File: src/rtl/cdb_arbiter_if.sv
// FU-to-arbiter result bus plus the registered CDB broadcast back to the core.
`ifndef XLEN
`define XLEN 32
`endif
`ifndef ROB_TAG_LEN
`define ROB_TAG_LEN 6
`endif

interface cdb_arbiter_if #(
  parameter int N_REQ = 4,
  parameter int XLEN  = `XLEN,
  parameter int TAG_W = `ROB_TAG_LEN
);
  localparam int SRC_W = (N_REQ > 1) ? $clog2(N_REQ) : 1;

  logic                        flush;
  logic [N_REQ-1:0]            fu_valid;
  logic [N_REQ-1:0][TAG_W-1:0] fu_tag;
  logic [N_REQ-1:0][XLEN-1:0]  fu_value;
  logic [N_REQ-1:0]            fu_full;
  logic                        cdb_valid;
  logic [TAG_W-1:0]            cdb_tag;
  logic [XLEN-1:0]             cdb_value;
  logic [SRC_W-1:0]            cdb_src;

  modport master (
    output flush, fu_valid, fu_tag, fu_value,
    input  fu_full, cdb_valid, cdb_tag, cdb_value, cdb_src
  );

  modport slave (
    input  flush, fu_valid, fu_tag, fu_value,
    output fu_full, cdb_valid, cdb_tag, cdb_value, cdb_src
  );
endinterface

File: src/rtl/cdb_arbiter.sv
// Round-robin CDB arbiter over per-FU result FIFOs; 2-cycle push-to-broadcast latency.
// Backpressure: fu_full[i] from registered count only, so a same-cycle pop never frees a slot.
module cdb_arbiter #(
  parameter int N_REQ     = 4,
  parameter int BUF_DEPTH = 2,
  parameter int XLEN      = `XLEN,
  parameter int TAG_W     = `ROB_TAG_LEN
) (
  input  logic         clk,
  input  logic         reset,
  cdb_arbiter_if.slave bus
);
  localparam int SRC_W = (N_REQ > 1) ? $clog2(N_REQ) : 1;
  localparam int PTR_W = $clog2(BUF_DEPTH);
  localparam int CNT_W = $clog2(BUF_DEPTH + 1);

  logic [TAG_W-1:0] r_mem_tag [N_REQ][BUF_DEPTH];
  logic [XLEN-1:0]  r_mem_val [N_REQ][BUF_DEPTH];
  logic [PTR_W-1:0] r_head    [N_REQ];
  logic [PTR_W-1:0] r_tail    [N_REQ];
  logic [CNT_W-1:0] r_count   [N_REQ];
  logic [SRC_W-1:0] r_rr_ptr;
  logic             r_cdb_valid;
  logic [TAG_W-1:0] r_cdb_tag;
  logic [XLEN-1:0]  r_cdb_value;
  logic [SRC_W-1:0] r_cdb_src;

  logic [N_REQ-1:0] w_full;
  logic [N_REQ-1:0] w_nonempty;
  logic [N_REQ-1:0] w_push;
  logic [N_REQ-1:0] w_pop;
  logic             w_grant_vld;
  logic [SRC_W-1:0] w_grant_idx;
  logic [SRC_W-1:0] w_cand;
  logic [SRC_W-1:0] w_rr_next;

  always_comb begin
    for (int i = 0; i < N_REQ; i++) begin
      w_full[i]     = (r_count[i] == CNT_W'(BUF_DEPTH));
      w_nonempty[i] = (r_count[i] != '0);
      w_push[i]     = bus.fu_valid[i] & ~w_full[i] & ~bus.flush;
    end
  end

  // First non-empty buffer at or after rr_ptr, wrapping; new pushes are not visible yet.
  always_comb begin
    w_grant_vld = 1'b0;
    w_grant_idx = '0;
    w_cand      = '0;
    for (int k = 0; k < N_REQ; k++) begin
      w_cand = SRC_W'((int'(r_rr_ptr) + k) % N_REQ);
      if (!w_grant_vld && w_nonempty[w_cand]) begin
        w_grant_vld = 1'b1;
        w_grant_idx = w_cand;
      end
    end
  end

  always_comb begin
    for (int i = 0; i < N_REQ; i++) begin
      w_pop[i] = w_grant_vld && (w_grant_idx == SRC_W'(i));
    end
    w_rr_next = (w_grant_idx == SRC_W'(N_REQ - 1)) ? '0 : w_grant_idx + 1'b1;
  end

  always_ff @(posedge clk) begin
    if (reset || bus.flush) begin
      for (int i = 0; i < N_REQ; i++) begin
        r_head[i]  <= '0;
        r_tail[i]  <= '0;
        r_count[i] <= '0;
      end
      r_rr_ptr    <= '0;
      r_cdb_valid <= 1'b0;
      r_cdb_tag   <= '0;
      r_cdb_value <= '0;
      r_cdb_src   <= '0;
    end else begin
      for (int i = 0; i < N_REQ; i++) begin
        if (w_push[i]) r_tail[i] <= r_tail[i] + 1'b1;
        if (w_pop[i])  r_head[i] <= r_head[i] + 1'b1;
        if (w_push[i] && !w_pop[i])
          r_count[i] <= r_count[i] + 1'b1;
        else if (!w_push[i] && w_pop[i])
          r_count[i] <= r_count[i] - 1'b1;
      end
      if (w_grant_vld) r_rr_ptr <= w_rr_next;
      r_cdb_valid <= w_grant_vld;
      r_cdb_tag   <= w_grant_vld ? r_mem_tag[w_grant_idx][r_head[w_grant_idx]] : '0;
      r_cdb_value <= w_grant_vld ? r_mem_val[w_grant_idx][r_head[w_grant_idx]] : '0;
      r_cdb_src   <= w_grant_vld ? w_grant_idx : '0;
    end
  end

  always_ff @(posedge clk) begin
    for (int i = 0; i < N_REQ; i++) begin
      if (w_push[i]) begin
        r_mem_tag[i][r_tail[i]] <= bus.fu_tag[i];
        r_mem_val[i][r_tail[i]] <= bus.fu_value[i];
      end
    end
  end

  // Overflowing pushes are dropped; flag the FU protocol violation without halting the run.
  always_ff @(posedge clk) begin
    if (!reset && !bus.flush) begin
      for (int i = 0; i < N_REQ; i++) begin
        assert (!(bus.fu_valid[i] && w_full[i]))
          else $warning("cdb_arbiter: FU%0d pushed while its buffer is full, result dropped", i);
      end
    end
  end

  assign bus.fu_full   = w_full;
  assign bus.cdb_valid = r_cdb_valid;
  assign bus.cdb_tag   = r_cdb_tag;
  assign bus.cdb_value = r_cdb_value;
  assign bus.cdb_src   = r_cdb_src;
endmodule

File: src/flat_wrapper.sv
// flat-port wrapper written by rule: the top's interface ports become plain ports
module cdb_arbiter_flat 
#(
  parameter int N_REQ     = 4,
  parameter int BUF_DEPTH = 2,
  parameter int XLEN      = `XLEN,
  parameter int TAG_W     = `ROB_TAG_LEN
)
  (clk, reset, bus_flush, bus_fu_valid, bus_fu_tag, bus_fu_value, bus_fu_full, bus_cdb_valid, bus_cdb_tag, bus_cdb_value, bus_cdb_src);
  cdb_arbiter_if #(.N_REQ(N_REQ), .XLEN(XLEN), .TAG_W(TAG_W)) bus_i ();
  input  logic clk;
  input  logic reset;
  input wire logic [$bits(bus_i.flush)-1:0] bus_flush;
  input wire logic [$bits(bus_i.fu_valid)-1:0] bus_fu_valid;
  input wire logic [$bits(bus_i.fu_tag)-1:0] bus_fu_tag;
  input wire logic [$bits(bus_i.fu_value)-1:0] bus_fu_value;
  output wire logic [$bits(bus_i.fu_full)-1:0] bus_fu_full;
  output wire logic [$bits(bus_i.cdb_valid)-1:0] bus_cdb_valid;
  output wire logic [$bits(bus_i.cdb_tag)-1:0] bus_cdb_tag;
  output wire logic [$bits(bus_i.cdb_value)-1:0] bus_cdb_value;
  output wire logic [$bits(bus_i.cdb_src)-1:0] bus_cdb_src;
  assign bus_i.flush = bus_flush;
  assign bus_i.fu_valid = bus_fu_valid;
  assign bus_i.fu_tag = bus_fu_tag;
  assign bus_i.fu_value = bus_fu_value;
  assign bus_fu_full = bus_i.fu_full;
  assign bus_cdb_valid = bus_i.cdb_valid;
  assign bus_cdb_tag = bus_i.cdb_tag;
  assign bus_cdb_value = bus_i.cdb_value;
  assign bus_cdb_src = bus_i.cdb_src;
  cdb_arbiter #(.N_REQ(N_REQ), .BUF_DEPTH(BUF_DEPTH), .XLEN(XLEN), .TAG_W(TAG_W)) u_core (.clk(clk), .reset(reset), .bus(bus_i));
endmodule
File: config.mk
export PLATFORM = sky130hd
export DESIGN_NAME = cdb_arbiter_flat
export DESIGN_NICKNAME = d
export VERILOG_FILES = /design/src/rtl/cdb_arbiter_if.sv /design/src/rtl/cdb_arbiter.sv /design/src/flat_wrapper.sv
export SDC_FILE = /design/constraint.sdc
export NUM_CORES = 1
export LEC_CHECK = 0
export ABC_CLOCK_PERIOD_IN_PS = 9300
export CAP_MARGIN = 5
export CORE_AREA = 4 4 208 210
export DETAILED_ROUTE_END_ITERATION = 6
export DIE_AREA = 0 0 212 214
export PLACE_DENSITY = 0.52
export SYNTH_ARGS = -nofsm -noshare
export SYNTH_HDL_FRONTEND = slang
export SYNTH_SLANG_ARGS = --single-unit
File: constraint.sdc
create_clock -name clk -period 9.3 [get_ports clk]
set_input_delay 0.93 -clock clk [delete_from_list [all_inputs] [get_ports clk]]
set_output_delay 0.93 -clock clk [all_outputs]
set_load 0.02 [all_outputs]
==> results.cfg <==
[run_status]
run_status = finished, final reports clean

[timing]
rsz_0062_raised_after_global_routing = no
fin_worst_skew_ps = 11.3
post-route-worst-setup-slack_ps = 5480
setup_tns_ps = 0
timing.final.hold_violations = 0
worst_pin_slew_ps = 1050
slew_viol_final = 0
final.min_clock_period_ps = 3820
post-route-period-util_pct = 41.1
max_freq_mhz = 262
whs_ps = 569
max-slew-margin-rel_pct = 29.9
setup_viol_count_final = 0

[final_layout]
post_route_cells_drive_above_1_share_pct = 7.48
final_cell_count_no_fill = 1823
num-nets-final = 1414
fin_area_um2 = 17900
layout.filler_cells = 3818
areaGrowthSynthToFinish_pct = 28.7
combined_area_of_the_multi_input_logic_cells_um2 = 3110
final_core_utilization_pct = 43.0
ff_latch_area_um2 = 10500
insertedDiodeCount = 0

[power_and_ir_drop]
powerDensity_nw_per_um2 = 363
pwr-share-clk_pct = 25.4
cell_internal_pwr_mw = 3.89
p_sw_mw = 2.59
finalPower_mw = 6.48
p_leak_nw = 6.10
comb_power_share_pct = 43.5
max-vdd-ir-drop_mv = 0.582
sequential_share_of_power_pct = 31.1
swShare_pct = 40.0

[die]
floorplan.core_area_um2 = 41600
rows = 75
die_ar_um2 = 45400
i_o_pin_total = 204
die_y_um = 214
die_x_um = 212
initial_utilization_pct = 33.4

[synthesis]
dominant_combinational_cell_family_by_area_after_synthesis = simple AND/OR/NAND/NOR gates
primary_ff_master_synth = sky130_fd_sc_hd__edfxtp_1
syn_area_um2 = 13900
yosys.area_share.adder_pct = 0.360
synth.yosys.seq_area_share_pct = 75.4
synth-simple-area-share_pct = 13.1
postSynthAreaPerCell_um2 = 13.2
synthDistinctLibCells = 46
post_synth_inst_count = 1053
synth_compound_gate_area_share_pct = 8.16
synthMuxAreaShare_pct = 0.0721
yosys_warning_count = 0
yosys.area_share.xor_xnor_pct = 0.315
yosys_register_bits = 363
proportion_of_synthesized_flip_flops_having_asynchronous_set_or_reset_pct = 0
post_synth_edffs = 320
syn_nets = 1216

[global_routing]
grt_pass1_wl_um = 57100
grt_usage_pct = 16.5
antenna_found_initial = 1
grt_start_max_net_pins = 160
grt.overflow.total = 0
vias_in_the_first_global_route = 9358

[critical_path]
cp-start-kind = flip-flop
crit_path_max_fanout = 81
timing.critical_path.required_ps = 9590
critPathKind = flip-flop to flip-flop
cp-end-kind = flip-flop
critPathArrivalTime_ps = 4100

[clocking]
tritoncts_num_sinks = 363
cts_root_buffer = sky130_fd_sc_hd__clkbuf_16
cts_htree_levels = 2
cts_inserted_buffers = 41
cts.repair_timing.setup_buffer_count = 0
clk_latency_ps = 550
clk_transition_reported_paths_ps = 50
max-clock-path-buffers = 3
post_cts_hold_buffer_count = 0
cts.repair.resized = 0
cts_tree = done

[placed_design]
globalplace.congestion = 0.785
port_buffers = 203
placedCellCount = 1747
dpl_worst_slack_ps = 5470
hpwl_after_detailed_placement_um = 22800
placedInstanceArea_um2 = 16500

[detailed_routing]
drt_first_iter_violations = 665
drt_pass_1_iters = 5
detail_route.wirelength_um = 38100
routed_wire_length_per_instance_um = 20.9
detail_route.drc_violations = 0
route.vias.total = 9114
viasPerCell = 5.00
number_of_antenna_violating_nets_in_the_routed_design = 0

[job]
max-cap-violations = 0

[hold_path]
worst_hold_path_type = flip-flop to flip-flop
critical path, stage by stage (launching register included):
cell and delay, ps:
sky130_fd_sc_hd__edfxtp_1 340, sky130_fd_sc_hd__inv_1 80, sky130_fd_sc_hd__ha_1 260, sky130_fd_sc_hd__nor3_2 190, sky130_fd_sc_hd__nor3_1 70, sky130_fd_sc_hd__o32a_2 430, sky130_fd_sc_hd__inv_4 570, sky130_fd_sc_hd__buf_4 780
sky130_fd_sc_hd__ha_1 320, sky130_fd_sc_hd__nand2_1 130, sky130_fd_sc_hd__xnor2_1 220, sky130_fd_sc_hd__nand2_1 130
cell usage after synthesis (all sizes together) (2+ instances only):
cell	count	area share, %
a21o	2	0.11
a21oi	122	4.4
a221o	38	2.7
a31oi	3	0.14
buf	43	1.7
clkbuf	25	0.68
dfxtp	43	6.2
edfxtp	320	69
ha	4	0.36
inv	11	0.30
nand2	248	6.7
nand2b	2	0.090
nand3	118	4.3
nor2	20	0.56
nor3	14	0.54
nor3b	5	0.27
nor4	2	0.090
o21ai	9	0.32
or2	3	0.14
xnor2	4	0.25
layout by cell type, fill, tap and decap left out, drive strengths merged, types with 11 or more instances in the layout:
master         synthesis  layout
a21oi                122     122
a221o                 38      38
buf                   43      20
clkbuf                25      62
clkdlybuf4s50          0     203
dfxtp                 43      43
edfxtp               320     320
inv                   11      11
nand2                248     248
nand3                118     118
nor2                  20      20
nor3                  14      14
layer usage:
metal	share of wire, %	routed length, um	GRT usage [%]	vias up
met3	4.8	1850	3.05	56
met4	2.1	790	4.84	2
met5	0.018	7	0	-
li1	-	-	-	4284
met2	49	18600	27.7	237
met1	44	16900	22.0	4535
power groups by stage:
stage	Clock [mW]	Sequential (mW)	Combinational, mW
final	1.65	2.02	2.82
after global routing	1.76	2.03	3.15
after floorplan	0	2.07	2.05
after global placement	0	2.05	2.84
after detailed placement	0	2.05	2.85
after CTS	1.69	2.02	2.86
sequential cells by signal (all words and copies together), names as in the netlist:
register	flops
u_core.r_rr_ptr	2
u_core.bus.cdb_valid	1
u_core.bus.cdb_src	2
u_core.bus.cdb_tag	6
u_core.r_mem_tag	48
u_core.r_head	4
u_core.r_tail	4
u_core.r_count	8
u_core.r_mem_val	256
u_core.bus.cdb_value	32
cells by family (layout without fill, tap and decap cells):
| family | count (synthesis) | in the layout |
|---|---|---|
| XOR/XNOR | 5 | 5 |
| AO/OA/AOI/OAI | 181 | 181 |
| adder cells (fa/ha/maj) | 4 | 4 |
| AND/OR/NAND/NOR | 420 | 420 |
| buffers and inverters | 79 | 310 |
| flip-flops | 363 | 363 |
| multiplexers | 1 | 1 |
final timing paths:
check | startpoint | to | slack, ps | cells past startpoint
min reg2reg | u_core.r_count[3][0] | u_core.r_count[3][0] | 570 | 1
max reg2reg | u_core.r_count[3][0] | u_core.r_count[3][1] | 5480 | 11
min | u_core.r_count[3][0] | u_core.r_count[3][0] | 570 | 1
max | u_core.r_count[3][0] | u_core.r_count[3][1] | 5480 | 11
layout make-up:
class | instances | area share, %
repair buffers | 223 | 12.3
flip-flops and latches | 363 | 58.5
multi-input cells | 611 | 17.4
clock buffers | 62 | 6.65
clock inverters | 14 | 1.10
well taps | 539 | 3.77
inverters | 11 | 0.252
No activity file was read; power rests on OpenSTA's default activity.
